===== config.mk =====
export PLATFORM = sky130hd
export DESIGN_NAME = uart_rx
export DESIGN_NICKNAME = d
export VERILOG_FILES = /design/src/rtl/uart_pkg.sv /design/src/rtl/sync_2ff.sv /design/src/rtl/uart_rx.sv
export SDC_FILE = /design/constraint.sdc
export NUM_CORES = 1
export LEC_CHECK = 0
export CAP_MARGIN = 20
export CORE_MARGIN = 3
export CORE_UTILIZATION = 25
export CTS_CLUSTER_DIAMETER = 120
export DETAILED_ROUTE_END_ITERATION = 8
export SLEW_MARGIN = 20
export SYNTH_ARGS = -nofsm -noshare
export SYNTH_HDL_FRONTEND = slang
export SYNTH_HIERARCHICAL = 1
export SYNTH_SLANG_ARGS = --single-unit

===== constraint.sdc =====
create_clock -name clk -period 1.8 [get_ports clk]
set_clock_uncertainty 0.2 [all_clocks]
set_input_delay 0.36 -clock clk [delete_from_list [all_inputs] [get_ports clk]]
set_output_delay 0.36 -clock clk [all_outputs]
set_load 0.005 [all_outputs]

===== src/rtl/uart_pkg.sv =====
// Shared UART definitions for uart_tx and uart_rx.
// Contents: receiver state encoding and frame constants
// (8 data bits, even parity).
package uart_pkg;

   localparam int DATA_BITS   = 8;
   localparam bit PARITY_EVEN = 1'b1;

   typedef enum logic [2:0] {
      IDLE      = 3'd0,
      START     = 3'd1,
      DATA      = 3'd2,
      PARITY    = 3'd3,
      STOP      = 3'd4,
      WAIT_HIGH = 3'd5
   } rx_state_t;

endpackage


===== src/rtl/sync_2ff.sv =====
// Two-flop synchroniser for a single asynchronous input.
// Ports:
//   clk   - destination clock
//   reset - asynchronous, active-high; both flops load RESET_VAL
//   d     - asynchronous input
//   q     - synchronised output, two clk of latency
module sync_2ff #(
   parameter logic RESET_VAL = 1'b0
) (
   input  logic clk,
   input  logic reset,
   input  logic d,
   output logic q
);

   logic sync1;

   always_ff @(posedge clk or posedge reset) begin
      if (reset) begin
         sync1 <= RESET_VAL;
         q     <= RESET_VAL;
      end else begin
         sync1 <= d;
         q     <= sync1;
      end
   end

endmodule


===== src/rtl/uart_rx.sv =====
// UART receiver: start bit, 8 data bits LSB-first, even parity bit, stop bit.
// Produces one byte per frame, together with a one-cycle valid pulse.
// Ports:
//   clk, reset    - system clock; asynchronous, active-high reset
//   rx_serial_in  - serial line (idle high, asynchronous to clk)
//   rx_data       - last received byte; held until the next frame completes
//   rx_valid      - one-cycle pulse when rx_data and the error flags update
//   rx_parity_err - received parity bit disagrees with the data
//   rx_frame_err  - stop bit sampled low
//   rx_busy       - high while the FSM is away from IDLE
//
// state     | meaning
// IDLE      | line idle, waiting for a low level
// START     | checking the start bit at mid-bit (glitch filter)
// DATA      | sampling the 8 data bits
// PARITY    | sampling the parity bit
// STOP      | sampling the stop bit, publishing the result
// WAIT_HIGH | line still low after a bad stop; wait for idle
module uart_rx #(
   parameter int CLKS_PER_BIT = 1
) (
   input  logic       clk,
   input  logic       reset,
   input  logic       rx_serial_in,
   output logic [7:0] rx_data,
   output logic       rx_valid,
   output logic       rx_parity_err,
   output logic       rx_frame_err,
   output logic       rx_busy
);

   import uart_pkg::*;

   localparam int CNT_W = (CLKS_PER_BIT > 1) ? $clog2(CLKS_PER_BIT) : 1;
   localparam int BIT_W = $clog2(DATA_BITS);
   localparam logic [CNT_W-1:0] LAST = CNT_W'(CLKS_PER_BIT - 1);
   localparam logic [CNT_W-1:0] HALF = CNT_W'((CLKS_PER_BIT - 1) / 2);
   localparam logic [BIT_W-1:0] LAST_BIT = BIT_W'(DATA_BITS - 1);
   localparam logic ODD_ADJ = ~PARITY_EVEN;

   logic                 sync2;
   rx_state_t            state, state_next;
   logic [CNT_W-1:0]     cnt, cnt_next, cnt_wrap;
   logic [BIT_W-1:0]     bit_cnt, bit_cnt_next;
   logic [DATA_BITS-1:0] shift_reg;
   logic                 par_bit;
   logic                 bit_sample;
   logic                 shift_en, par_en, stop_en;

   sync_2ff #(.RESET_VAL(1'b1)) u_sync (
      .clk   (clk),
      .reset (reset),
      .d     (rx_serial_in),
      .q     (sync2)
   );

   assign bit_sample = (cnt == LAST);
   assign cnt_wrap   = bit_sample ? '0 : cnt + CNT_W'(1);

   always_ff @(posedge clk or posedge reset) begin
      if (reset) state <= IDLE;
      else       state <= state_next;
   end

   always_comb begin
      state_next   = state;
      cnt_next     = cnt;
      bit_cnt_next = bit_cnt;
      shift_en     = 1'b0;
      par_en       = 1'b0;
      stop_en      = 1'b0;
      case (state)
         IDLE: begin
            cnt_next = '0;
            if (!sync2) begin
               bit_cnt_next = '0;
               // With one or two clocks per bit there is no mid-start point
               // to re-check, so the start is accepted on detection.
               if (HALF == '0) begin
                  state_next = DATA;
               end else begin
                  state_next = START;
                  cnt_next   = CNT_W'(1);
               end
            end
         end
         START: begin
            if (cnt == HALF) begin
               cnt_next     = '0;
               bit_cnt_next = '0;
               state_next   = sync2 ? IDLE : DATA;
            end else begin
               cnt_next = cnt + CNT_W'(1);
            end
         end
         DATA: begin
            cnt_next = cnt_wrap;
            if (bit_sample) begin
               shift_en = 1'b1;
               if (bit_cnt == LAST_BIT) begin
                  bit_cnt_next = '0;
                  state_next   = PARITY;
               end else begin
                  bit_cnt_next = bit_cnt + BIT_W'(1);
               end
            end
         end
         PARITY: begin
            cnt_next = cnt_wrap;
            if (bit_sample) begin
               par_en     = 1'b1;
               state_next = STOP;
            end
         end
         STOP: begin
            cnt_next = cnt_wrap;
            if (bit_sample) begin
               stop_en    = 1'b1;
               state_next = sync2 ? IDLE : WAIT_HIGH;
            end
         end
         WAIT_HIGH: begin
            cnt_next = '0;
            if (sync2) state_next = IDLE;
         end
         default: begin
            cnt_next   = '0;
            state_next = IDLE;
         end
      endcase
   end

   always_ff @(posedge clk or posedge reset) begin
      if (reset) begin
         cnt           <= '0;
         bit_cnt       <= '0;
         shift_reg     <= '0;
         par_bit       <= 1'b0;
         rx_data       <= 8'h00;
         rx_valid      <= 1'b0;
         rx_parity_err <= 1'b0;
         rx_frame_err  <= 1'b0;
         rx_busy       <= 1'b0;
      end else begin
         cnt      <= cnt_next;
         bit_cnt  <= bit_cnt_next;
         rx_valid <= stop_en;
         rx_busy  <= (state_next != IDLE);
         if (shift_en) shift_reg[bit_cnt] <= sync2;
         if (par_en)   par_bit <= sync2;
         if (stop_en) begin
            rx_data       <= shift_reg;
            rx_parity_err <= par_bit ^ (^shift_reg) ^ ODD_ADJ;
            rx_frame_err  <= ~sync2;
         end
      end
   end

endmodule


# Yosys cells after proc, flatten, opt, wreduce, memory -nomap -nowiden
# Index checks and enable logic that the tools add are counted.
dict set report classes {
  n_addsub 2
  n_lt_le_gt_ge 2
  eq_ne 9
  n_mux 24
  bitwise_logic 2
  n_reduce_logical 7
}
# operator count
set op_table {}
lappend op_table {{two-way mux 3 bit} 12}
lappend op_table {{one-hot mux 3 bit (6 select lines)} 1}
lappend op_table {{== test 3 bit, second input constant} 3}
lappend op_table {{one-hot mux 3 bit (3 select lines)} 1}
lappend op_table {{bitwise mux 8 bit} 1}
lappend op_table {{parity 8 bit} 1}
lappend op_table {{two-way mux 1 bit} 7}
lappend op_table {{== test 3 x 2 -> 1 bit, second input constant} 2}
lappend op_table {{!= test 2 bit, second input constant} 3}
lappend op_table {{nonzero test 3 bit} 2}
lappend op_table {{< comparator 3 x 4 -> 1 bit, second input constant} 1}
lappend op_table {{AND reduction 4 bit} 1}
lappend op_table {{OR reduction 4 bit} 1}
lappend op_table {{adder 3 x 1 -> 3 bit, second input constant} 1}
lappend op_table {{demux 1 bit (select 3 bit)} 1}
lappend op_table {{== test 3 x 1 -> 1 bit, second input constant} 1}
lappend op_table {{>= comparator 3 x 1 -> 1 bit, second input constant} 1}
lappend op_table {{zero test 3 bit} 1}
lappend op_table {{two-way mux 2 bit} 1}
lappend op_table {{adder 1 bit, second input constant} 1}
lappend op_table {{logical AND 1 bit} 1}
lappend op_table {{inverter 1 bit} 1}
lappend op_table {{XOR 1 bit} 1}
dict set report totals {
  register_bits 30
  in_bits 3
  output_inout_bits 12
  word_cells 58
}

# Longest topological paths before layout
dict set report depth {
  depth_word 5
  depth_mapped 5
  ltp_nobuf 5
}

# Cells and area by module
# Netlist, hierarchy kept.
# mod n_inst cells_each area_each_um2 seq_area_each_um2
set modules_own_cells {}
lappend modules_own_cells {uart_rx 1 94 1203.7 675.6}
lappend modules_own_cells {sync_2ff 1 3 56.3 52.6}

# Worst setup path before layout
# Ideal clock, no wire load.
dict set report synth_timing {
  kind {flip-flop to flip-flop}
  startpoint {register shift_reg[5]}
  endpoint {register rx_parity_err}
  setup_time_ns 0.125
  arrival_ns 1.294
  required_time_ns 1.475
  path_slack_ns 0.181
  path_stages_with_launch 5
  path_buffers 0
  synth_period_minus_slack_ns 1.619
  path_cell_list {dfrtp_1 xnor2_1 xnor3_1 xnor2_1 mux2_4}
}
dict set report synth_between {
  elab_chain_len 2
}
# item line
set synth_rtl {}
lappend synth_rtl {{from (decl)} uart_rx.sv:45} ;# logic [DATA_BITS-1:0] shift_reg;
lappend synth_rtl {{from (signal, indexed assignment)} uart_rx.sv:149} ;# if (shift_en) shift_reg[bit_cnt] <= sync2;
lappend synth_rtl {{parity 8 bit} uart_rx.sv:153} ;# rx_parity_err <= par_bit ^ (^shift_reg) ^ ODD_ADJ;
lappend synth_rtl {{XOR 1 bit} uart_rx.sv:153}
lappend synth_rtl {{to (signal assigned)} uart_rx.sv:153}
lappend synth_rtl {{to (decl)} uart_rx.sv:27} ;# output logic rx_parity_err,
# No other way between the ends.
# A chain may end at the register's enable or synchronous reset.

# Worst setup path after layout
dict set report layout_timing {
  startpoint {register rx_parity_err}
  endpoint {output rx_parity_err}
}
# No word-level cell between the ends.

==> out/qor_table.md <==
| Metric | Value | Unit |
| --- | --- | --- |
| Post-route minimum period | 1.69 | ns |
| Post-CTS repair timing setup buffer count | 0 | - |
| Cell with the largest stage delay on the worst path | clkdlybuf4s50_1 | - |
| Register-to-Register Setup Slack | 0.11 | ns |
| Count of different cell masters after synthesis | 26 | - |
| Via density | 4.26 | - |
| Fraction of synthesized cell area taken by the top area cell type | 0.536 | - |
| Level count of the clock H-tree | 2 | - |
| Final GP Congestion | 0.742 | - |
| Buffers added on ports | 14 | - |
| Total of hold buffers inserted after clock tree synthesis | 0 | - |
| Sequential share of the synthesized area | 0.578 | - |
| Antenna fix cells | 0 | - |
| Detailed router's first-iteration violation count | 33 | - |
| Max-slew violation count | 0 | - |
| Total number of vias | 788 | - |
| Total Die Area | 0.00593 | sq mm |
| Worst VDD drop | 0.491 | mV |
| Share of cells above drive strength 1 | 0.263 | - |
| Synth warnings | 6 | - |
| Syn Std Cell Area | 0.00126 | sq mm |
| Type of the most critical hold path | reg2reg | - |
| Max Cap Violations | 0 | - |
| Run status | complete, no violations | - |
| Vias in the first global route | 845 | - |
| Syn_nets | 102 | - |
| Static leakage | 0.650 | nW |
| Total grt overflow | 0 | - |
| Largest area contributor in the netlist | dfrtp_1 | - |
| Required time at the worst-slack endpoint | 1.24 | ns |
| Top Family by Delay on Critical Path | buffers and inverters | - |
| Post-Synthesis Mean Instance Area | 13.0 | sq um |
| Layout overhead on the synthesized area | 25.1 | % |
| Relative max-transition margin | 0.730 | - |
| Pin count of the biggest net entering global routing | 28 | - |
| R2R Path End | rx_data[6] | - |
| Yosys reg bits | 29 | - |
| Cells after synthesis | 97 | - |
| Worst reg2reg path startpoint | state[1] | - |
| Global-route wire length before repair | 3860 | microns |
| Cell types with the largest area share after synthesis | dfrtp_1, mux2_2, dfstp_2 | - |
| WL final | 2210 | microns |
| Hpwl dp | 1570 | microns |
| Vert. Die Dim | 77.0 | microns |
| Crit path buffers/inverters | 1 | - |
| DRT Pass-1 Iters | 4 | - |
| Endpoint of the most critical setup path | rx_parity_err | - |
| Remaining routing DRC violations | 0 | - |
| Final setup viols | 0 | - |
| DP Area | 0.00149 | sq mm |
| List of cells traversed by the critical path | clkdlybuf4s50_1 | - |
| Worst-case clock buffer depth | 2 | - |
| Tightest Pin Transition | 0.405 | ns |
| PostCTS Resize Cnt | 0 | - |
| Largest stage delay, worst path | 0.51 | ns |
| Die X-Extent | 77.0 | microns |
| Sum Neg Setup Slack | 0 | ns |
| Number of CTS-inserted buffers | 5 | - |
| Startpoint kind of the worst setup timing path | flip-flop | - |
| Remaining antenna violation count after routing | 0 | - |
| Initial core utilization | 0.263 | - |
| Setup repair after global routing missed its margin | false | - |
| Critical Path Start | rx_parity_err | - |
| Cell depth of the worst setup path | 1 | - |
| Critical path fanouts, max | 2 | - |
| Worst r2r path cells | 3 | - |
| Cell Rows | 25 | - |
| CTS tree | built | - |
| Number of ports placed on the die boundary | 15 | - |
| Type of destination of the critical path | primary output | - |
| Final clock period utilization by the worst path | 0.940 | - |
| Clock Root Buffer | clkbuf_8 | - |
| Peak Freq | 591 | MHz |
| CP Data Arrival Time | 1.13 | ns |
| Fin nets | 123 | - |
| Overall global routing resource usage | 0.0834 | - |
| Design area | 0.00158 | sq mm |
| Clock slew at reported path FFs | 0.05 | ns |
| Cells on Worst Hold Path | 0 | - |
| CORE AREA | 0.00479 | sq mm |
| Number of sinks handled by clock tree synthesis | 29 | - |
| Type of the worst setup path | reg2out | - |
| Number of antenna violations at the first check in global routing | 0 | - |
| Clock latency on the worst-skew pair | 0.27 | ns |
| Power Dens Cells | 1880 | mW/mm^2 |
| Routed WL per cell | 11.9 | microns |
| Final Hold Fails | 0 | - |
## metrics by stage
step | utilization | hold WS, ns | setup WS, ns | std cells | power, mW
floorplan | - | 0.0715 | 0.181 | 97 | 2.02
global placement | 0.311 | 0.147 | 0.122 | 178 | 2.40
detailed placement | 0.311 | 0.148 | 0.0946 | 178 | 2.47
CTS | 0.329 | 0.157 | 0.0855 | 185 | 3.01
global route | 0.329 | 0.159 | 0.0141 | 185 | 3.18
finish | 0.329 | 0.156 | 0.107 | 185 | 2.96
## metal layers
layer / vias to the layer above / part of all wire / GRT usage
li1: 372 / - / -
met1: 395 / 0.44 / 0.0922
met2: 16 / 0.48 / 0.135
met3: 5 / 0.049 / 0.0340
met4: 0 / 0.028 / 0.0480
met5: - / 0 / 0
## worst min path at each step
stage / endpoint / slack [ns] / startpoint
after CTS: u_sync/q / 0.16 / u_sync/sync1
after global routing: u_sync/q / 0.16 / u_sync/sync1
final: u_sync/q / 0.16 / u_sync/sync1
after detailed placement: u_sync/q / 0.15 / u_sync/sync1
after floorplan: u_sync/q / 0.07 / reset
after global placement: u_sync/q / 0.15 / u_sync/sync1
## Yosys cell counts
| master | number |
|---|---|
| nor2b_1 | 4 |
| xnor3_1 | 1 |
| a21o_1 | 1 |
| a21oi_1 | 2 |
| nand2b_1 | 2 |
| mux2_2 | 17 |
| xor2_1 | 1 |
| dfrtp_1 | 27 |
| ha_1 | 2 |
| nor3_1 | 1 |
| mux2_4 | 1 |
| xnor2_1 | 5 |
| o31ai_1 | 1 |
| a22oi_1 | 2 |
| nor3b_2 | 1 |
| clkbuf_1 | 1 |
| nand2_1 | 10 |
| dfstp_2 | 2 |
| nor3_2 | 1 |
| o32ai_1 | 1 |
| buf_2 | 1 |
| nor2_4 | 1 |
| nor2_1 | 2 |
| nand3_1 | 2 |
| o21ai_0 | 5 |
| inv_1 | 3 |
## placed cells by master (no fill, tap or decap)
| cell | instances |
|---|---|
| dfrtp_1 | 27 |
| mux2_2 | 17 |
| clkdlybuf4s50_1 | 14 |
| nand2_1 | 10 |
| clkbuf_8 | 6 |
| o21ai_0 | 5 |
| xnor2_1 | 5 |
| nor2b_1 | 4 |
| inv_1 | 3 |
| nand2b_1 | 2 |
| a21oi_1 | 2 |
| a22oi_1 | 2 |
| nor2_1 | 2 |
| nand3_1 | 2 |
| ha_1 | 2 |
| buf_4 | 2 |
| dfstp_2 | 2 |
| nor2_4 | 1 |
| nor3_1 | 1 |
| a21o_1 | 1 |
| nor3_2 | 1 |
| nor3b_2 | 1 |
| o32ai_1 | 1 |
| o31ai_1 | 1 |
| xnor3_1 | 1 |
| xor2_1 | 1 |
| mux2_4 | 1 |
| clkbuf_1 | 1 |
## final cells by class
type | count | area (sq um)
Fill cell | 484 | 3210
Clock buffer | 7 | 86.3
Tap cell | 67 | 83.8
Multi-Input combinational cell | 63 | 512
Inverter | 3 | 11.3
Timing Repair Buffer | 16 | 155
Sequential cell | 29 | 728
## power by group
group / internal (mW) / total [mW] / switching [mW] / leakage (nW)
sequential: 0.942 / 1.19 / 0.249 / 0.340
combinational: 0.797 / 1.25 / 0.452 / 0.265
clock: 0.302 / 0.518 / 0.216 / 0.0443
total: 2.04 / 2.96 / 0.917 / 0.650
## logic make-up (layout without fill, tap and decap cells)
logic type | Yosys count | in the layout | share of synthesized area
adder cells (fa/ha/maj) | 2 | 2 | 0.0199
AO/OA/AOI/OAI | 12 | 12 | 0.0586
multiplexers | 18 | 18 | 0.164
flip-flops | 29 | 29 | 0.578
XOR/XNOR | 7 | 7 | 0.0596
buffers and inverters | 5 | 26 | 0.0159
AND/OR/NAND/NOR | 24 | 24 | 0.104
No activity file was read; power rests on OpenSTA's default activity.
